--- src/rtl/hazard_control_unit_if.sv ---
// ============================================================================
// hazard_control_unit_if : pipeline hazard sideband bundle (ID/EX/MEM/WB
// register tags in, stage enables / forwarding selects / perf counters out)
// Revision: 1.0
// ============================================================================
`default_nettype none

interface hazard_control_unit_if #(
  parameter int CNT_W = 16
);
  logic [3:0]       ID_Rn, ID_Rm, ID_Rs;
  logic             ID_Use_Rn, ID_Use_Rm, ID_Use_Rs;
  logic [3:0]       EX_Rd;
  logic             EX_rf, EX_Load;
  logic [3:0]       MEM_Rd;
  logic             MEM_rf;
  logic [3:0]       WB_Rd;
  logic             WB_rf;
  logic             Branch_Taken;
  logic             Mem_Busy;
  logic [1:0]       Fwd_A, Fwd_B, Fwd_C;
  logic             PC_LE, IFID_LE, IDEX_LE, EXMEM_LE;
  logic             IFID_CLR, IDEX_CLR;
  logic [CNT_W-1:0] Stall_Count, Flush_Count;
  logic             Mem_Timeout;

  modport master (
    output ID_Rn, ID_Rm, ID_Rs, ID_Use_Rn, ID_Use_Rm, ID_Use_Rs,
    output EX_Rd, EX_rf, EX_Load, MEM_Rd, MEM_rf, WB_Rd, WB_rf,
    output Branch_Taken, Mem_Busy,
    input  Fwd_A, Fwd_B, Fwd_C, PC_LE, IFID_LE, IDEX_LE, EXMEM_LE,
    input  IFID_CLR, IDEX_CLR, Stall_Count, Flush_Count, Mem_Timeout
  );

  modport slave (
    input  ID_Rn, ID_Rm, ID_Rs, ID_Use_Rn, ID_Use_Rm, ID_Use_Rs,
    input  EX_Rd, EX_rf, EX_Load, MEM_Rd, MEM_rf, WB_Rd, WB_rf,
    input  Branch_Taken, Mem_Busy,
    output Fwd_A, Fwd_B, Fwd_C, PC_LE, IFID_LE, IDEX_LE, EXMEM_LE,
    output IFID_CLR, IDEX_CLR, Stall_Count, Flush_Count, Mem_Timeout
  );
endinterface

`default_nettype wire

--- src/rtl/hazard_control_unit.sv ---
// ============================================================================
// hazard_control_unit : five-stage pipeline sequencer (load-use stall, branch
// flush, memory-wait freeze, operand forwarding, perf counters)
// Revision: 1.0
// ============================================================================
`default_nettype none

module hazard_control_unit #(
  parameter int CNT_W    = 16,
  parameter int MAX_WAIT = 15
) (
  input  wire logic          CLK,
  input  wire logic          CLR,
  hazard_control_unit_if.slave hz
);

  typedef enum logic [0:0] {
    ST_RUN     = 1'b0,
    ST_MEMWAIT = 1'b1
  } state_t;

  localparam logic [7:0] c_wait_max = 8'(MAX_WAIT);

  state_t           r_state, w_next;
  logic [7:0]       r_wait_cnt, w_wait_next;
  logic             r_timeout, w_set_timeout;
  logic [CNT_W-1:0] r_stall_cnt, r_flush_cnt;
  logic             w_pc_le, w_ifid_le, w_idex_le, w_exmem_le;
  logic             w_ifid_clr, w_idex_clr;
  logic             w_load_use;
  logic [1:0]       w_fwd_a, w_fwd_b, w_fwd_c;

  // R15 is the PC and never comes from a pipeline register
  function automatic logic [1:0] fwd_sel(
    input logic [3:0] s, input logic u,
    input logic [3:0] ex_rd, input logic ex_ok,
    input logic [3:0] mem_rd, input logic mem_rf,
    input logic [3:0] wb_rd, input logic wb_rf);
    if (!u || s == 4'hF)             return 2'b00;
    else if (ex_ok && ex_rd == s)    return 2'b01;
    else if (mem_rf && mem_rd == s)  return 2'b10;
    else if (wb_rf && wb_rd == s)    return 2'b11;
    else                             return 2'b00;
  endfunction

  always_comb begin
    w_fwd_a = fwd_sel(hz.ID_Rn, hz.ID_Use_Rn, hz.EX_Rd, hz.EX_rf & ~hz.EX_Load,
                      hz.MEM_Rd, hz.MEM_rf, hz.WB_Rd, hz.WB_rf);
    w_fwd_b = fwd_sel(hz.ID_Rm, hz.ID_Use_Rm, hz.EX_Rd, hz.EX_rf & ~hz.EX_Load,
                      hz.MEM_Rd, hz.MEM_rf, hz.WB_Rd, hz.WB_rf);
    w_fwd_c = fwd_sel(hz.ID_Rs, hz.ID_Use_Rs, hz.EX_Rd, hz.EX_rf & ~hz.EX_Load,
                      hz.MEM_Rd, hz.MEM_rf, hz.WB_Rd, hz.WB_rf);
  end

  assign w_load_use = hz.EX_Load & hz.EX_rf &
      ((hz.ID_Use_Rn & (hz.ID_Rn != 4'hF) & (hz.ID_Rn == hz.EX_Rd)) |
       (hz.ID_Use_Rm & (hz.ID_Rm != 4'hF) & (hz.ID_Rm == hz.EX_Rd)) |
       (hz.ID_Use_Rs & (hz.ID_Rs != 4'hF) & (hz.ID_Rs == hz.EX_Rd)));

  always_comb begin
    w_next        = r_state;
    w_wait_next   = r_wait_cnt;
    w_set_timeout = 1'b0;
    w_pc_le       = 1'b1;
    w_ifid_le     = 1'b1;
    w_idex_le     = 1'b1;
    w_exmem_le    = 1'b1;
    w_ifid_clr    = 1'b0;
    w_idex_clr    = 1'b0;
    case (r_state)
      ST_RUN: begin
        if (hz.Mem_Busy) begin
          {w_pc_le, w_ifid_le, w_idex_le, w_exmem_le} = 4'b0000;
          w_next      = ST_MEMWAIT;
          w_wait_next = 8'd1;
        end else if (w_load_use) begin
          w_pc_le    = 1'b0;
          w_ifid_le  = 1'b0;
          w_idex_clr = 1'b1;
        end else if (hz.Branch_Taken) begin
          w_ifid_clr = 1'b1;
        end
      end
      ST_MEMWAIT: begin
        if (hz.Mem_Busy) begin
          {w_pc_le, w_ifid_le, w_idex_le, w_exmem_le} = 4'b0000;
          w_wait_next   = (r_wait_cnt == 8'hFF) ? 8'hFF : r_wait_cnt + 8'd1;
          w_set_timeout = (r_wait_cnt >= c_wait_max);
        end else begin
          w_next      = ST_RUN;
          w_wait_next = 8'd0;
        end
      end
      default: w_next = ST_RUN;
    endcase
  end

  always_ff @(posedge CLK) begin
    if (!CLR) begin
      r_state     <= ST_RUN;
      r_wait_cnt  <= 8'd0;
      r_timeout   <= 1'b0;
      r_stall_cnt <= '0;
      r_flush_cnt <= '0;
    end else begin
      r_state    <= w_next;
      r_wait_cnt <= w_wait_next;
      if (w_set_timeout)
        r_timeout <= 1'b1;
      if (!w_pc_le && r_stall_cnt != '1)
        r_stall_cnt <= r_stall_cnt + 1'b1;
      if ((w_ifid_clr || w_idex_clr) && r_flush_cnt != '1)
        r_flush_cnt <= r_flush_cnt + 1'b1;
    end
  end

  // Reset overrides the stage controls combinationally so the pipe is held empty
  assign hz.PC_LE       = CLR & w_pc_le;
  assign hz.IFID_LE     = CLR & w_ifid_le;
  assign hz.IDEX_LE     = CLR & w_idex_le;
  assign hz.EXMEM_LE    = CLR & w_exmem_le;
  assign hz.IFID_CLR    = ~CLR | w_ifid_clr;
  assign hz.IDEX_CLR    = ~CLR | w_idex_clr;
  assign hz.Fwd_A       = CLR ? w_fwd_a : 2'b00;
  assign hz.Fwd_B       = CLR ? w_fwd_b : 2'b00;
  assign hz.Fwd_C       = CLR ? w_fwd_c : 2'b00;
  assign hz.Stall_Count = r_stall_cnt;
  assign hz.Flush_Count = r_flush_cnt;
  assign hz.Mem_Timeout = r_timeout;

endmodule

`default_nettype wire

--- src/flat_wrapper.sv ---
// flat-port wrapper written by rule: the top's interface ports become plain ports
module hazard_control_unit_flat 
#(
  parameter int CNT_W    = 16,
  parameter int MAX_WAIT = 15
)
  (CLK, CLR, hz_ID_Rn, hz_ID_Rm, hz_ID_Rs, hz_ID_Use_Rn, hz_ID_Use_Rm, hz_ID_Use_Rs, hz_EX_Rd, hz_EX_rf, hz_EX_Load, hz_MEM_Rd, hz_MEM_rf, hz_WB_Rd, hz_WB_rf, hz_Branch_Taken, hz_Mem_Busy, hz_Fwd_A, hz_Fwd_B, hz_Fwd_C, hz_PC_LE, hz_IFID_LE, hz_IDEX_LE, hz_EXMEM_LE, hz_IFID_CLR, hz_IDEX_CLR, hz_Stall_Count, hz_Flush_Count, hz_Mem_Timeout);
  hazard_control_unit_if #(.CNT_W(CNT_W)) hz_i ();
  input  wire logic CLK;
  input  wire logic CLR;
  input wire logic [$bits(hz_i.ID_Rn)-1:0] hz_ID_Rn;
  input wire logic [$bits(hz_i.ID_Rm)-1:0] hz_ID_Rm;
  input wire logic [$bits(hz_i.ID_Rs)-1:0] hz_ID_Rs;
  input wire logic [$bits(hz_i.ID_Use_Rn)-1:0] hz_ID_Use_Rn;
  input wire logic [$bits(hz_i.ID_Use_Rm)-1:0] hz_ID_Use_Rm;
  input wire logic [$bits(hz_i.ID_Use_Rs)-1:0] hz_ID_Use_Rs;
  input wire logic [$bits(hz_i.EX_Rd)-1:0] hz_EX_Rd;
  input wire logic [$bits(hz_i.EX_rf)-1:0] hz_EX_rf;
  input wire logic [$bits(hz_i.EX_Load)-1:0] hz_EX_Load;
  input wire logic [$bits(hz_i.MEM_Rd)-1:0] hz_MEM_Rd;
  input wire logic [$bits(hz_i.MEM_rf)-1:0] hz_MEM_rf;
  input wire logic [$bits(hz_i.WB_Rd)-1:0] hz_WB_Rd;
  input wire logic [$bits(hz_i.WB_rf)-1:0] hz_WB_rf;
  input wire logic [$bits(hz_i.Branch_Taken)-1:0] hz_Branch_Taken;
  input wire logic [$bits(hz_i.Mem_Busy)-1:0] hz_Mem_Busy;
  output wire logic [$bits(hz_i.Fwd_A)-1:0] hz_Fwd_A;
  output wire logic [$bits(hz_i.Fwd_B)-1:0] hz_Fwd_B;
  output wire logic [$bits(hz_i.Fwd_C)-1:0] hz_Fwd_C;
  output wire logic [$bits(hz_i.PC_LE)-1:0] hz_PC_LE;
  output wire logic [$bits(hz_i.IFID_LE)-1:0] hz_IFID_LE;
  output wire logic [$bits(hz_i.IDEX_LE)-1:0] hz_IDEX_LE;
  output wire logic [$bits(hz_i.EXMEM_LE)-1:0] hz_EXMEM_LE;
  output wire logic [$bits(hz_i.IFID_CLR)-1:0] hz_IFID_CLR;
  output wire logic [$bits(hz_i.IDEX_CLR)-1:0] hz_IDEX_CLR;
  output wire logic [$bits(hz_i.Stall_Count)-1:0] hz_Stall_Count;
  output wire logic [$bits(hz_i.Flush_Count)-1:0] hz_Flush_Count;
  output wire logic [$bits(hz_i.Mem_Timeout)-1:0] hz_Mem_Timeout;
  assign hz_i.ID_Rn = hz_ID_Rn;
  assign hz_i.ID_Rm = hz_ID_Rm;
  assign hz_i.ID_Rs = hz_ID_Rs;
  assign hz_i.ID_Use_Rn = hz_ID_Use_Rn;
  assign hz_i.ID_Use_Rm = hz_ID_Use_Rm;
  assign hz_i.ID_Use_Rs = hz_ID_Use_Rs;
  assign hz_i.EX_Rd = hz_EX_Rd;
  assign hz_i.EX_rf = hz_EX_rf;
  assign hz_i.EX_Load = hz_EX_Load;
  assign hz_i.MEM_Rd = hz_MEM_Rd;
  assign hz_i.MEM_rf = hz_MEM_rf;
  assign hz_i.WB_Rd = hz_WB_Rd;
  assign hz_i.WB_rf = hz_WB_rf;
  assign hz_i.Branch_Taken = hz_Branch_Taken;
  assign hz_i.Mem_Busy = hz_Mem_Busy;
  assign hz_Fwd_A = hz_i.Fwd_A;
  assign hz_Fwd_B = hz_i.Fwd_B;
  assign hz_Fwd_C = hz_i.Fwd_C;
  assign hz_PC_LE = hz_i.PC_LE;
  assign hz_IFID_LE = hz_i.IFID_LE;
  assign hz_IDEX_LE = hz_i.IDEX_LE;
  assign hz_EXMEM_LE = hz_i.EXMEM_LE;
  assign hz_IFID_CLR = hz_i.IFID_CLR;
  assign hz_IDEX_CLR = hz_i.IDEX_CLR;
  assign hz_Stall_Count = hz_i.Stall_Count;
  assign hz_Flush_Count = hz_i.Flush_Count;
  assign hz_Mem_Timeout = hz_i.Mem_Timeout;
  hazard_control_unit #(.CNT_W(CNT_W), .MAX_WAIT(MAX_WAIT)) u_core (.CLK(CLK), .CLR(CLR), .hz(hz_i));
endmodule
--- config.mk ---
export PLATFORM = sky130hd
export DESIGN_NAME = hazard_control_unit_flat
export DESIGN_NICKNAME = d
export VERILOG_FILES = /design/src/rtl/hazard_control_unit_if.sv /design/src/rtl/hazard_control_unit.sv /design/src/flat_wrapper.sv
export SDC_FILE = /design/constraint.sdc
export NUM_CORES = 1
export LEC_CHECK = 0
export CAP_MARGIN = 20
export CORE_MARGIN = 5
export CORE_UTILIZATION = 49
export CTS_CLUSTER_SIZE = 16
export DETAILED_ROUTE_END_ITERATION = 6
export PLACE_DENSITY = 0.81
export SETUP_SLACK_MARGIN = 0.5
export SLEW_MARGIN = 10
export SYNTH_ARGS = -nofsm -noshare
export SYNTH_HDL_FRONTEND = slang
export SYNTH_SLANG_ARGS = --single-unit
--- constraint.sdc ---
create_clock -name CLK -period 2.42 [get_ports CLK]
set_input_delay 0.484 -clock CLK [delete_from_list [all_inputs] [get_ports CLK]]
set_output_delay 0.484 -clock CLK [all_outputs]
set_load 0.05 [all_outputs]
==> results of run 1 <==
-- kinds of logic (layout without fill, tap and decap cells) --
logic type | Yosys count | in the layout
AO/OA/AOI/OAI | 88 | 89
XOR/XNOR | 36 | 36
adder cells (fa/ha/maj) | 3 | 3
buffers and inverters | 24 | 150
flip-flops | 42 | 42
multiplexers | 14 | 14
AND/OR/NAND/NOR | 168 | 168
-- cell usage in the layout (no fill, tap or decap), types with 4 or more instances in the layout --
| cell type | n |
|---|---|
| xor2_1 | 13 |
| nand2_1 | 36 |
| a21oi_1 | 24 |
| buf_12 | 14 |
| nand2b_1 | 17 |
| dfxtp_2 | 6 |
| o21ai_4 | 6 |
| nand3_1 | 18 |
| a21oi_2 | 11 |
| dlygate4sd2_1 | 43 |
| dfxtp_1 | 32 |
| mux2i_1 | 14 |
| buf_2 | 10 |
| or3_1 | 6 |
| nand4_1 | 14 |
| inv_1 | 7 |
| o21ai_0 | 17 |
| xnor2_2 | 9 |
| nor2_4 | 7 |
| nor2_1 | 18 |
| a211oi_4 | 4 |
| nand3_2 | 4 |
| buf_4 | 37 |
| xnor2_1 | 7 |
| clkbuf_8 | 5 |
| xor2_2 | 5 |
| buf_8 | 5 |
| dfxtp_4 | 4 |
| and3_1 | 4 |
| buf_6 | 24 |
| nor3_4 | 4 |
| nor3_1 | 5 |
-- layer usage --
metal | share of wire | global-route usage | vias up
li1 | - | - | 1606
met1 | 0.35 | 0.313 | 1790
met2 | 0.47 | 0.478 | 336
met3 | 0.10 | 0.0551 | 106
met4 | 0.071 | 0.109 | 0
met5 | 0 | 0 | -
-- timing repair --
item                       CTS  global route
pin swaps                   44            51
gates resized for setup    220            80
setup endpoints to repair   77            44
cloned                       0             1
setup buffers               13            11
-- power groups by stage --
stage / registers, mW / clock network, mW / logic, mW
global placement: 0.718 / 0 / 0.373
CTS: 0.703 / 0.581 / 0.421
detailed placement: 0.719 / 0 / 0.381
floorplan: 0.732 / 0 / 0.184
global route: 0.705 / 0.622 / 0.533
finish: 0.705 / 0.598 / 0.513
-- critical path: stages --
cell	delay [ps]
buf_4	140
xnor2_1	170
nand4_1	240
nor2_2	250
buf_4	190
o21ai_4	70
and2_4	170
buf_12	140
-- flip-flops by register name (all words and copies together), names as in the netlist --
| name | flops |
|---|---|
| u_core.r_state | 1 |
| u_core.hz.Mem_Timeout | 1 |
| u_core.hz.Stall_Count | 16 |
| u_core.r_wait_cnt | 8 |
| u_core.hz.Flush_Count | 16 |
-- Yosys cell counts, types with 2 or more instances --
cell       count
nor4_1         4
o31ai_1        6
nor2b_1        3
nor2_1        27
nand3_1       23
clkbuf_1       8
mux2i_1       14
dfxtp_1       42
o21bai_1       2
a21oi_1       37
ha_1           3
and3_1         5
or3_1          8
xor2_1        18
a211oi_1       6
o21ai_2        2
buf_4          3
xnor2_1       18
nand2_1       40
nand2b_1      18
a31oi_1        2
or4_1          6
o21ai_1        2
nor3_1        11
or2_2          2
buf_1          2
o21ai_0       20
buf_2          3
nand4_1       14
a2111oi_2      2
inv_1          7
-- worst paths after layout --
| check | start | endpoint | slack, ps | cells past startpoint |
|---|---|---|---|---|
| setup / recovery | hz_ID_Rn[1] | hz_IFID_LE | 60 | 8 |
| hold / removal | u_core.hz.Stall_Count[5] | u_core.hz.Stall_Count[5] | 500 | 2 |
| setup reg to reg | u_core.hz.Flush_Count[0] | u_core.hz.Flush_Count[15] | 320 | 7 |
| hold reg to reg | u_core.hz.Stall_Count[5] | u_core.hz.Stall_Count[5] | 500 | 2 |
-- layout make-up --
| type | count | area share |
|---|---|---|
| clock buffer | 5 | 0.0136 |
| clock inverter | 3 | 0.00867 |
| inverter | 8 | 0.00595 |
| multi-input combinational | 310 | 0.518 |
| sequential | 42 | 0.171 |
| tap | 72 | 0.0178 |
| timing repair buffer | 134 | 0.265 |
-- stage by stage --
stage,power [mW],cells
2_1_floorplan,0.916,375
4_1_cts,1.71,562
3_5_place_dp,1.10,541
6_report,1.82,574
5_1_grt,1.86,574
3_3_place_gp,1.09,541
==> impl_metrics.ini, run 1 <==
[layout]
nets = 539
fillers = 214
multiInputGateArea_sq_um = 2610
finalInstanceArea_sq_um = 5050
antenna_cells = 0
utilization = 0.906
regArea_sq_um = 863
layout-drive-gt1-share = 0.416
area_delta_synth_final_pct = 77.1

[worst_setup_path]
cp-end-kind = output port
setup.worst_path.class = in -> out
critPathArrivalTime_ps = 1870
start_kind = input port
critPathRequiredTime_ps = 1940
crit_fanout = 4

[floorplanning]
fp.dieW_microns = 86.3
die-area_sq_um = 7450
core_sq_um = 5570
initial_core_util = 0.512
rows = 27
dieHeight_microns = 86.3
ios = 80

[clock_tree]
clock-root-buffer = clkbuf_8
clk_latency_ps = 310
path_clk_slew_ps = 90
cts_hold_buf = 0
max-clock-path-buffers = 2
cts_tree = done
numCtsBuffers = 5
clock-sinks = 42
cts_max_level = 2

[global_routing]
grt_pass1_wl_mm = 16.2
grt_pass1_vias = 3357
antenna_found_initial = 0
track_usage = 0.268
grt-ovfl-total = 0
grt_max_degree = 30

[route]
vias = 3838
drc = 0
dr.pass1.iters = 5
routedWlPerCell_microns = 23.1
drtIter0Drc = 398
ant_nets = 0
via_per_inst = 6.69
wl_mm = 13.2

[timing]
worst_slack_ps = 62.8
max_slew.worst_pin.slew_ps = 528
finalHoldViolCount = 0
finalCritPeriodShare = 0.974
rsz0062_at_grt = yes
timing.hold.ws_ps = 500
post-route-min-period_ps = 2360
setup_tns_ps = 0
final-max-slew-violation-count = 0
fin_skew_ps = 11.6
slew_headroom = 0.649
setup_violations = 0
fmax_mhz = 424

[job]
drv_cap = 0

[min_path]
hold_path_class = reg -> reg

[placed_design]
place_ws_ps = -291
gp_congestion = 0.945
placed_cell_area_sq_um = 4170
hpwl_mm = 6.47
io_buffers = 79

[synth]
muxShareOfSynthArea = 0.0491
synth_fa_ha_area_frac = 0.0132
synth_edf_count = 0
syn-num-nets = 413
synth_top_family_by_area = simple AND/OR/NAND/NOR gates
synth.cell_area_sq_um = 2850
syn_inst = 375
synth_xor_area_frac = 0.111
yosys.area.top_type_share = 0.295
synth_seq_area_share = 0.295
ys_ff_latch = 42
ys.flop_type = dfxtp_1
synth-compound-area-share = 0.191
ys_warn_count = 0
syn_area_per_cell_sq_um = 7.60
synth.distinct_cells = 48
ys_async_sr_fraction = 0
synth.area.top_cells = dfxtp_1, a21oi_1, xnor2_1
synth_top_area_cell = dfxtp_1
synth_simple_gate_area_share = 0.304

[power]
p_per_area_nw_per_um2 = 360
vdd_drop_max_mv = 0.339
seq_power_share = 0.388
intPower_mw = 1.23
p_leak_nw = 1.99
switching_share = 0.322
p_switching_uw = 585
combPwrFrac = 0.283
p_clk_frac = 0.329

[status]
status = complete, no violations
Power figures use the tool's default switching activity.
==> run 2: changes to the inputs <==
Settings changed: GPL_TIMING_DRIVEN set to 0.
==> impl_metrics.ini, run 2 (synthesized netlist as in run 1, its figures left out) <==
[clock_tree]
cts_tree = done
cts_hold_buf = 0
clock-sinks = 42
clk_latency_ps = 310
path_clk_slew_ps = 80
numCtsBuffers = 5
clock-root-buffer = clkbuf_8
cts_max_level = 2
max-clock-path-buffers = 2

[layout]
nets = 537
antenna_cells = 0
final_common_cell = dlygate4sd2_1
area_delta_synth_final_pct = 74.0
fin_cells = 572
layout-drive-gt1-share = 0.434
final_cell_mix = dlygate4sd2_1, buf_4, dfxtp_1, nand2_1, buf_6
fillers = 222

[floorplanning]
fp.dieW_microns = 86.3
rows = 27
initial_core_util = 0.512
die-area_sq_um = 7450
dieHeight_microns = 86.3
ios = 80
core_sq_um = 5570

[timing]
slew_headroom = 0.507
rsz0062_at_grt = yes
worst_slack_ps = 43.2
finalHoldViolCount = 0
fmax_mhz = 421
max_slew.worst_pin.slew_ps = 739
setup_violations = 0
finalCritPeriodShare = 0.982
post-route-min-period_ps = 2380
final-max-slew-violation-count = 0
fin_skew_ps = 8.12

[worst_setup_path]
start_kind = input port
critPathArrivalTime_ps = 1890
critPathRequiredTime_ps = 1940
crit_fanout = 3
setup.worst_path.class = in -> out
cp-end-kind = output port

[route]
drc = 0
via_per_inst = 6.86
ant_nets = 0
vias = 3926
drtIter0Drc = 569
routedWlPerCell_microns = 24.9
dr.pass1.iters = 6
wl_mm = 14.2

[placed_design]
hpwl_mm = 6.06
io_buffers = 78
place_inst = 525
gp_congestion = 0.919
place_ws_ps = -1030

[status]
status = complete, no violations

[min_path]
hold_path_class = reg -> reg

[global_routing]
grt_pass1_wl_mm = 16.4
grt_pass1_vias = 3471
antenna_found_initial = 0
track_usage = 0.271
grt_max_degree = 14
grt-ovfl-total = 0

[job]
drv_cap = 0

[power]
p_per_area_nw_per_um2 = 344
power.total_mw = 1.71
p_leak_nw = 1.96
vdd_drop_max_mv = 0.366
-- run 2: changes by cell type in the layout (fill, tap and decap cells not counted), sizes merged --
cell,change
nor2,+1
bufinv,-1
o21ai,-1
buf,-9
clkdlybuf4s15,+1
inv,-1
dlygate4sd2,-3
clkinv,+1
clkbuf,+9
dlymetal6s2s,+1
-- run 2: worst max-delay path, stage by stage --
cell	delay [ps]
buf_12	110
xnor2_2	210
nand4_1	250
o22ai_4	310
buf_6	150
o21bai_4	70
nand3_2	100
nand2_4	50
buf_8	150
-- run 2: worst paths after layout --
check                           start                  endpoint  slack, ps  cells past startpoint
max reg2reg  u_core.hz.Stall_Count[7]  u_core.hz.Stall_Count[0]        250                      7
max                       hz_ID_Rm[1]               hz_IFID_CLR         40                      9
min reg2reg     u_core.hz.Mem_Timeout     u_core.hz.Mem_Timeout        490                      2
min             u_core.hz.Mem_Timeout     u_core.hz.Mem_Timeout        490                      2
-- run 2: timing repair --
action	4_1_cts	5_1_grt
buffers inserted	16	20
pin swaps	42	50
gates cloned	0	3
gates resized for setup	329	91
setup endpoints to repair	76	45
-- run 2: layer usage --
metal	wire, microns	GRT usage	share of wire
met1	4650	0.320	0.33
met2	6820	0.482	0.48
met3	1690	0.0551	0.12
met4	1070	0.103	0.075
met5	0	0	0
-- run 2: metrics by stage --
step	hold WS (ps)	area, sq um	utilization	TNS, ps
global route	526	4960	0.890	0
floorplan	474	3020	-	0
CTS	492	4430	0.794	0
detailed placement	477	3890	0.699	-14270
global placement	454	3890	0.699	-13010
finish	494	4960	0.890	0
-- run 2: layout make-up --
class / instances / area, sq um / area share
Inverter: 8 / 30.0 / 0.00605
Timing Repair Buffer: 116 / 1130 / 0.228
Clock buffer: 6 / 72.6 / 0.0146
Clock inverter: 2 / 13.8 / 0.00277
Buffer: 16 / 125 / 0.0252
Sequential cell: 42 / 863 / 0.174
Multi-Input combinational cell: 310 / 2640 / 0.531
Tap cell: 72 / 90.1 / 0.0182
-- run 2: power breakdown --
group / internal [mW] / leakage, nW / switching [mW]
sequential: 0.694 / 0.345 / 0.0131
clock: 0.204 / 0.0452 / 0.282
combinational: 0.214 / 1.57 / 0.301
total: 1.11 / 1.96 / 0.596
==> run 3: changes to the inputs <==
Settings changed: ABC_AREA set to 1, CORE_UTILIZATION 49 to 50, PLACE_DENSITY 0.81 to 0.8.
==> impl_metrics.ini, run 3 <==
[power]
seq_power_share = 0.389
p_clk_frac = 0.328
switching_share = 0.332
vdd_drop_max_mv = 0.413
intPower_mw = 1.22
p_leak_nw = 2.21
p_per_area_nw_per_um2 = 360
combPwrFrac = 0.283
p_switching_uw = 608

[floorplanning]
initial_core_util = 0.521
core_sq_um = 5990
fp.dieW_microns = 89.0
ios = 80
dieHeight_microns = 89.0
rows = 28
die-area_sq_um = 7920

[layout]
layout-drive-gt1-share = 0.386
fin_cells = 700
final_cell_mix = nand2_1, nor2_1, nand3_1, dlygate4sd2_1, a21oi_1
area_delta_synth_final_pct = 63.1
final_common_cell = nand2_1
multiInputGateArea_sq_um = 2510
regArea_sq_um = 865
fillers = 346
nets = 662
antenna_cells = 0

[global_routing]
grt_pass1_wl_mm = 16.2
grt-ovfl-total = 0
track_usage = 0.256
grt_max_degree = 15
grt_pass1_vias = 3616
antenna_found_initial = 0

[synth]
synth_top_area_cell = dfxtp_1
syn_inst = 510
ys_async_sr_fraction = 0
synth.most_common_cell = nand2_1
ys_top_cells_by_count = nand2_1, nor2_1, nand3_1
ys_ff_latch = 42
synth.area.top_cells = dfxtp_1, nand2_1, nand3_1
ys_warn_count = 0
yosys.area.top_type_share = 0.270
synth_seq_area_share = 0.270
syn-num-nets = 548
synth.cell_area_sq_um = 3120
synth.distinct_cells = 34
syn_area_per_cell_sq_um = 6.12
ys.flop_type = dfxtp_1
synth_edf_count = 0

[worst_setup_path]
critPathTopFamily = simple AND/OR/NAND/NOR gates
critPathRequiredTime_ps = 1940
cp_slowest_cell = nor2_2
cp-end-kind = output port
rr_worst_depth = 10
timing.rr.end = u_core.hz.Stall_Count[13]
slowest_delay_ps = 230
crit_fanout = 4
start_kind = input port
cp_cell_sequence = buf_8 > inv_4 > nand2_1 > nand2_1 > nor2_2 > nand3_2 > nand3_4 > nand3_4 > nand2_4 > clkinvlp_4 > buf_8 > buf_8
startpoint = hz_EX_Rd[3]
cp.depth = 12
setup.worst_path.class = in -> out
cp.buffers_inverters = 5
r2r-start = u_core.hz.Stall_Count[0]
reg2reg_slack_ps = 510
critPathArrivalTime_ps = 1770
cp_common_cell = buf_8

[clock_tree]
cts_tree = done
clock-root-buffer = clkbuf_8
max-clock-path-buffers = 2
clk_latency_ps = 320
cts_hold_buf = 0
path_clk_slew_ps = 100
cts_max_level = 2
numCtsBuffers = 5
clock-sinks = 42

[job]
drv_cap = 0

[route]
routedWlPerCell_microns = 17.2
wl_mm = 12.0
dr.pass1.iters = 5
drc = 0
ant_nets = 0
drtIter0Drc = 332
vias = 4090
via_per_inst = 5.84

[placed_design]
hpwl_mm = 6.86
place_inst = 664
gp_congestion = 0.928
io_buffers = 79

[timing]
fin_skew_ps = 16.1
fmax_mhz = 443
timing.hold.ws_ps = 469
max_slew.worst_pin.slew_ps = 613
final-max-slew-violation-count = 0
post-route-min-period_ps = 2260
rsz0062_at_grt = yes
setup_violations = 0
slew_headroom = 0.587
finalCritPeriodShare = 0.932
finalHoldViolCount = 0

[min_path]
hold_path_class = reg -> reg
hold_path_startpoint = u_core.hz.Mem_Timeout
hold_depth = 2
min_to = u_core.hz.Mem_Timeout

[status]
status = complete, no violations
-- run 3: through the flow --
step                worst slack [ps]  setup TNS [ps]  utilization  total power [mW]  instance area [sq um]
floorplan                        362               0            -             0.924                   3280
global placement                -960          -10640        0.694              1.06                   4160
detailed placement              -953          -11470        0.694              1.07                   4160
CTS                              246               0        0.772              1.70                   4620
global route                    87.8               0        0.849              1.88                   5090
finish                           165               0        0.849              1.83                   5090
-- run 3: final cells by class --
| type | count | area share |
|---|---|---|
| inverter | 57 | 0.0580 |
| tap | 75 | 0.0184 |
| clock buffer | 5 | 0.0135 |
| clock inverter | 3 | 0.00861 |
| timing repair buffer | 107 | 0.215 |
| sequential | 42 | 0.170 |
| buffer | 13 | 0.0236 |
| multi-input combinational | 398 | 0.493 |
-- run 3: cells by family (layout without fill, tap and decap cells) --
logic type                 after synthesis  after routing  synth area share
DFF                                     42             42             0.270
and+or+nand+nor                        289            289             0.403
buffers and inverters                   70            185            0.0947
AOI/OAI and AO/OA                       79             79             0.145
xor gates and xnor gates                27             27            0.0758
adders and majority gates                3              3            0.0120
-- run 3: timing repair --
| item | CTS | global route |
|---|---|---|
| buffers inserted | 20 | 7 |
| pin swaps | 43 | 50 |
| cloned | 0 | 1 |
| setup endpoints to repair | 77 | 41 |
| gates resized for setup | 343 | 109 |
-- run 3: layer usage --
layer	track usage	part of all wire
met1	0.308	0.36
met2	0.451	0.49
met3	0.0479	0.089
met4	0.101	0.063
met5	0	0
-- run 3: worst max path at each step --
stage,end,slack [ps]
final,hz_PC_LE,160
after global routing,hz_PC_LE,90
after CTS,hz_Fwd_A[1],250
after detailed placement,hz_Fwd_C[1],-950
after global placement,hz_Fwd_C[1],-960
after floorplan,hz_PC_LE,360
-- run 3: worst min-delay path, stage by stage (launching register included) --
cell     delay (ps)
dfxtp_1         330
nor2_1           40
nor2_1           60
-- run 3: power groups by stage --
| stage | logic (mW) | registers, mW | clock network [mW] |
|---|---|---|---|
| final | 0.518 | 0.712 | 0.600 |
| after global routing | 0.544 | 0.713 | 0.626 |
| after CTS | 0.404 | 0.710 | 0.590 |
| after detailed placement | 0.341 | 0.726 | 0 |
| after global placement | 0.337 | 0.725 | 0 |
| after floorplan | 0.184 | 0.740 | 0 |
